[src/rtl/gen_rr_arbiter.sv]
`default_nettype none
// ============================================================================
//  Module   : gen_rr_arbiter
//  Purpose  : Round-robin scheduler sharing one write slot per cycle among N
//             requesters. The winner receives a registered one-hot grant for
//             one cycle and its data slice is written into its own lane of a
//             generated N-lane register bank at the end of that cycle.
//  Ports    : clock     - system clock, all state updates on posedge
//             reset     - asynchronous active-high reset
//             req       - [N]     level requests, held until granted
//             din       - [N*W]   write data, slice i belongs to requester i
//             gnt       - [N]     registered one-hot grant, zero when idle
//             gnt_id    - [IDW]   binary index of the grant (valid when busy)
//             busy      - high whenever gnt is non-zero
//             q         - [N*W]   lane register bank, lane i = q[i*W +: W]
//             upd       - pulses the cycle after a lane write
//             grant_cnt - [16]    saturating grant counter, present only when
//                                 GEN_RR_ARBITER_GRANT_CNT_EN is defined
//  Options  : GEN_RR_ARBITER_GRANT_CNT_EN adds the grant_cnt output.
//  Revision : 1.0 - initial release
// ============================================================================
module gen_rr_arbiter #(
    parameter  int N   = 2,
    parameter  int W   = 1,
    localparam int IDW = $clog2(N)
) (
    input  logic               clock,
    input  logic               reset,
    input  logic [N-1:0]       req,
    input  logic [N*W-1:0]     din,
    output logic [N-1:0]       gnt,
    output logic [IDW-1:0]     gnt_id,
    output logic               busy,
    output logic [N*W-1:0]     q,
    output logic               upd
`ifdef GEN_RR_ARBITER_GRANT_CNT_EN
    ,
    output logic [15:0]        grant_cnt
`endif
);

    typedef enum logic [0:0] {
        S_IDLE  = 1'b0,
        S_GRANT = 1'b1
    } state_t;

    state_t           state_q, state_d;
    logic [N-1:0]     gnt_q, gnt_d;
    logic [IDW-1:0]   gnt_id_q, gnt_id_d;
    logic [IDW-1:0]   last_q, last_d;
    logic             upd_q, upd_d;

    // Rotating search result
    logic             win_found;
    logic [IDW-1:0]   win_idx;
    logic [IDW-1:0]   cand;

    // ------------------------------------------------------------------------
    // Rotating priority search: examine last+1, last+2, ... modulo N. The
    // previous winner is visited last, so a request it still holds during its
    // own grant cycle only wins when nobody else is asking.
    // ------------------------------------------------------------------------
    always_comb begin
        win_found = 1'b0;
        win_idx   = '0;
        cand      = '0;
        for (int off = 1; off <= N; off++) begin
            cand = IDW'((int'(last_q) + off) % N);
            if (!win_found && req[cand]) begin
                win_found = 1'b1;
                win_idx   = cand;
            end
        end
    end

    // ------------------------------------------------------------------------
    // Next-state logic. Arbitration is the same in IDLE and GRANT, which is
    // what allows back-to-back grants with no idle bubble.
    // ------------------------------------------------------------------------
    always_comb begin
        state_d  = S_IDLE;
        gnt_d    = '0;
        gnt_id_d = gnt_id_q;
        last_d   = last_q;
        upd_d    = (state_q == S_GRANT);

        if (win_found) begin
            state_d  = S_GRANT;
            gnt_d    = N'(1) << win_idx;
            gnt_id_d = win_idx;
            last_d   = win_idx;
        end
    end

    always_ff @(posedge clock or posedge reset) begin
        if (reset) begin
            state_q  <= S_IDLE;
            gnt_q    <= '0;
            gnt_id_q <= '0;
            last_q   <= IDW'(N - 1);
            upd_q    <= 1'b0;
        end else begin
            state_q  <= state_d;
            gnt_q    <= gnt_d;
            gnt_id_q <= gnt_id_d;
            last_q   <= last_d;
            upd_q    <= upd_d;
        end
    end

    // ------------------------------------------------------------------------
    // Lane register bank: each lane only captures its own slice, and only at
    // the closing edge of its own grant cycle.
    // ------------------------------------------------------------------------
    for (genvar i = 0; i < N; i++) begin : g_lane
        logic [W-1:0] lane_q;

        always_ff @(posedge clock or posedge reset) begin
            if (reset) begin
                lane_q <= '0;
            end else if ((state_q == S_GRANT) && gnt_q[i]) begin
                lane_q <= din[i*W +: W];
            end
        end

        assign q[i*W +: W] = lane_q;
    end

`ifdef GEN_RR_ARBITER_GRANT_CNT_EN
    logic [15:0] grant_cnt_q;

    // Counts closing edges of grant cycles, holding at the maximum value
    always_ff @(posedge clock or posedge reset) begin
        if (reset) begin
            grant_cnt_q <= '0;
        end else if ((state_q == S_GRANT) && (grant_cnt_q != 16'hFFFF)) begin
            grant_cnt_q <= grant_cnt_q + 16'd1;
        end
    end

    assign grant_cnt = grant_cnt_q;
`endif

    assign gnt    = gnt_q;
    assign gnt_id = gnt_id_q;
    assign busy   = |gnt_q;
    assign upd    = upd_q;

endmodule
`default_nettype wire

[config.mk]
export PLATFORM = sky130hd
export DESIGN_NAME = gen_rr_arbiter
export DESIGN_NICKNAME = d
export VERILOG_FILES = /design/src/rtl/gen_rr_arbiter.sv
export SDC_FILE = /design/constraint.sdc
export NUM_CORES = 1
export LEC_CHECK = 0
export BUFFER_PORTS_ARGS = -buffer_cell sky130_fd_sc_hd__buf_2
export CORE_AREA = 5 5 42 44
export CTS_CLUSTER_DIAMETER = 80
export DETAILED_ROUTE_END_ITERATION = 16
export DIE_AREA = 0 0 47 49
export REMOVE_ABC_BUFFERS = 1
export SLEW_MARGIN = 10
export SYNTH_ARGS = -nofsm -noshare
export SYNTH_HDL_FRONTEND = slang
export SYNTH_SLANG_ARGS = --single-unit
[constraint.sdc]
create_clock -name clock -period 1.12 [get_ports clock]
set_input_delay 0.224 -clock clock [delete_from_list [all_inputs] [get_ports clock]]
set_output_delay 0.224 -clock clock [all_outputs]
set_load 0.05 [all_outputs]
Yosys cells after proc, flatten, opt, wreduce, memory -nomap -nowiden
Index checks and enable logic that the tools add are counted.
{"block": "totals", "wordCells": 27, "output_inout_bits": 7, "inputBits": 6, "ff_bits": 8}
{"block": "op_classes", "reduce_logical": 5, "order_cmp": 2, "addsub": 2, "n_shift": 1, "n_mux": 10}
{"op": "1-bit two-way mux", "count": 9}
{"op": "1-bit by 2-bit less-than comparator with 1-bit output (second input constant)", "count": 2}
{"op": "1-bit logical AND", "count": 3}
{"op": "1-bit adder (second input constant)", "count": 2}
{"op": "2-bit two-way mux", "count": 1}
{"op": "2-bit OR reduction", "count": 1}
{"op": "1-bit by 1-bit left shift with 2-bit output (first input constant)", "count": 1}
{"op": "1-bit zero test", "count": 1}

Depth between registers and ports, before layout
{"block": "logic_depth", "word_depth": 9, "depth_mapped": 2, "mapped_depth_nobuf": 2}

Worst setup path before layout
OpenSTA, ideal clock, no wires.
{"block": "synth_timing", "kind": "register -> output", "from": "register gnt_q[1] (netlist: gnt[1])", "to": "output busy", "stages_incl_launch_ff": 2, "required_ns": 0.896, "setup_slack_ns": -0.146, "arrival_ns": 1.042, "path_buffers": 0, "path_cell_list": "dfrtp_1 or2_2"}
{"block": "synth_via", "elab_chain_cells": 1}
{"element": "start: declaration", "line": "48", "text": "logic [N-1:0] gnt_q, gnt_d;"}
{"element": "start signal: assignment", "line": "104", "text": "gnt_q <= gnt_d;"}
{"element": "2-bit OR reduction", "line": "146", "text": "assign busy = |gnt_q;"}
{"element": "end: declaration", "line": "33", "text": "output logic busy,"}
Every way passes these cells.

Final worst setup path
Same ends and word-level chain as after synthesis.

==> out/results.ini <==
[die]
die_h_um = 49
start_util_pct = 22.0
io_pins = 13
rows = 14
die_area_um2 = 2300
core_area_um2 = 1400
fp.dieW_um = 47

[critical_path]
crit_fanout = 2
crit_chain = or2_4, buf_8
critical_path.top_delay_family = flip-flops
startpoint_type = flop
critical_path_arrival_ps = 1050
crit_buf_inv = 1
cpPeakStageDelay_ps = 390
reg2reg_depth = 4
setup.worst_path.end_class = output port
r2r-end = g_lane[1].lane_q$_DFFE_PP0P_
worst_path_max_delay_cell = dfrtp_1
crit_cells = 2
worst-setup-path-type = flop to output port
cp.required_ps = 900
reg2reg_slack_ps = 10
r2r_start = gnt[1]$_DFF_PP0_

[cts]
clk_latency_ps = 250
h-tree-depth = 1
path_clk_slew_ps = 50
cts_sinks = 8
clockRootBuffer = clkbuf_4
clockBufferDepth = 2
cts_tree = built
cts_buffers = 3

[final_layout]
seq_area_um2 = 201
syn_to_final_growth_pct = 54.1
diodes = 0
fill_cells = 155
num-nets-final = 49
multiInputGateArea_um2 = 88.8
layoutNonFillerInstCount = 58
drive_above_1_share_pct = 57.1

[yosys]
ys_top_cells_by_area = dfrtp_1 57%, mux2_4 9.8%, dfstp_2 8.5%, buf_4 4.9%, or2_2 4.1%
avgSynthCellArea_um2 = 12.8
yosysTopAreaCellShare_pct = 56.9
synthArstFlopShare_pct = 100
syn_area_um2 = 308
ys_seq_elements = 8
synth_edf_count = 0
yosysTopAreaCell = dfrtp_1
synthFlopType = dfrtp_1
yosys_warnings = 0
ys_seq_area_share_pct = 65.4
yosys.cell_types.count = 12
netlist_instances = 24
yosys.cell_count.top_type = dfrtp_1

[sta]
hold_ws_ps = 179
slew_headroom_pct = 80.3
hold_violations = 0
fin_crit_ps = 1270
worstMarginPinSlew_ps = 295
min_period_over_period_pct = 113
setup_violations = 3
rsz0062_at_grt = yes
finalMaxSlewViolations = 0
setup_ws_ps = -150
max_freq_mhz = 787
clock_skew_ps = 7.60

[drt]
wl_per_cell_um = 11.1
wirelength_um = 644
drtIter0Drc = 0
antenna_left = 0
drcViolationCount = 0
wl_met1_um = 288
vias = 218
drt_pass1_iterations = 1
wl_met3_um = 78
vias_per_cell = 3.76
wl_met2_um = 278
top_layer = met3

[worst_hold_path]
hold_class = input port to flop
hold_depth = 2
hold_start = req[0]
whs_endpoint = last_q$_DFFE_PP1P_

[global_route]
grt_max_degree = 9
grt_pass1_vias = 218
grt_first_pass_wirelength_um = 883
grt_usage_pct = 5.69
overflow = 0
antenna_found_initial = 0

[status]
failed_checks = setup timing
run_status = complete, but fails checks

[placed_design]
routabilityCongestion = 0.725
portBuffers = 12
dp_cells = 51
dp_hpwl_um = 431

[pwr]
power.density_nw_per_um2 = 1770
power_uw = 838
power.leakage_uw = 0.000234
ir_drop_mv = 0.640

[flow_run]
maxCapViolCount = 0

-- report_power, final --
part	internal (uW)	switching [uW]	leakage, uW	total (uW)
Sequential	327	19.4	0.0000903	346
Combinational	101	158	0.000129	259
Clock	136	96.2	0.0000150	232
-- state kept, by name (all words and copies together), names as in the netlist --
signal / cells
upd: 1
last_q: 1
gnt_id: 1
state_q: 1
gnt: 2
g_lane.lane_q: 2
-- kinds of logic (layout without fill, tap and decap cells) --
| group | after synthesis | count (layout) | synth area share (%) |
|---|---|---|---|
| and+or+nand+nor | 7 | 7 | 11.8 |
| DFF | 8 | 8 | 65.4 |
| buffers and inverters | 4 | 22 | 7.32 |
| muxes | 2 | 2 | 9.76 |
| AOI/OAI and AO/OA | 3 | 3 | 5.69 |
-- layout by cell type, fill, tap and decap left out --
| master | count |
|---|---|
| or2_4 | 1 |
| a21boi_0 | 1 |
| buf_8 | 3 |
| dfstp_2 | 1 |
| buf_2 | 9 |
| nand2_2 | 1 |
| or2_2 | 1 |
| and2_1 | 1 |
| dfrtp_1 | 7 |
| mux2_4 | 2 |
| buf_6 | 2 |
| dlygate4sd3_1 | 1 |
| clkbuf_4 | 3 |
| clkbuf_1 | 1 |
| nor2_1 | 1 |
| inv_1 | 2 |
| nand2_1 | 1 |
| nand2b_1 | 1 |
| buf_4 | 1 |
| o21ai_0 | 2 |
-- what timing repair did --
item | 4_1_cts | 5_1_grt
setup endpoints to repair | 2 | 3
resized for setup | 8 | 5
hold buffers | 1 | 0
setup buffers | 1 | 1
cloned | 0 | 0
hold endpoints to repair | 7 | 0
-- area by class of cell --
type / instances / share of cell area (%)
flip-flops and latches: 8 / 42.5
repair buffers: 16 / 27.4
well taps: 16 / 4.22
multi-input cells: 12 / 18.7
inverters: 2 / 1.58
clock buffers: 4 / 5.54
-- worst max path at each step --
stage                                 from  endpoint  slack (ps)
after floorplan           gnt[1]$_DFF_PP0_      busy        -150
after global placement    gnt[1]$_DFF_PP0_      busy          50
after detailed placement  gnt[1]$_DFF_PP0_      busy          30
after CTS                 gnt[1]$_DFF_PP0_      busy        -130
after global routing      gnt[1]$_DFF_PP0_      busy        -180
final                     gnt[1]$_DFF_PP0_      busy        -150
-- routing by layer --
layer / up-vias / global-route usage, %
met1: 96 / 7.05
met3: 0 / 3.32
met2: 13 / 7.01
met5: - / 0
met4: 0 / 4.15
li1: 109 / -
-- through the flow --
stage	setup WS (ps)	util [%]	area, um^2	TNS [ps]
floorplan	-146	-	293	-240
global placement	45.7	27.1	380	0
detailed placement	26.4	27.1	380	0
CTS	-132	32.1	449	-162
global route	-176	33.8	474	-376
finish	-150	33.8	474	-297
No activity file was read; power rests on OpenSTA's default activity.
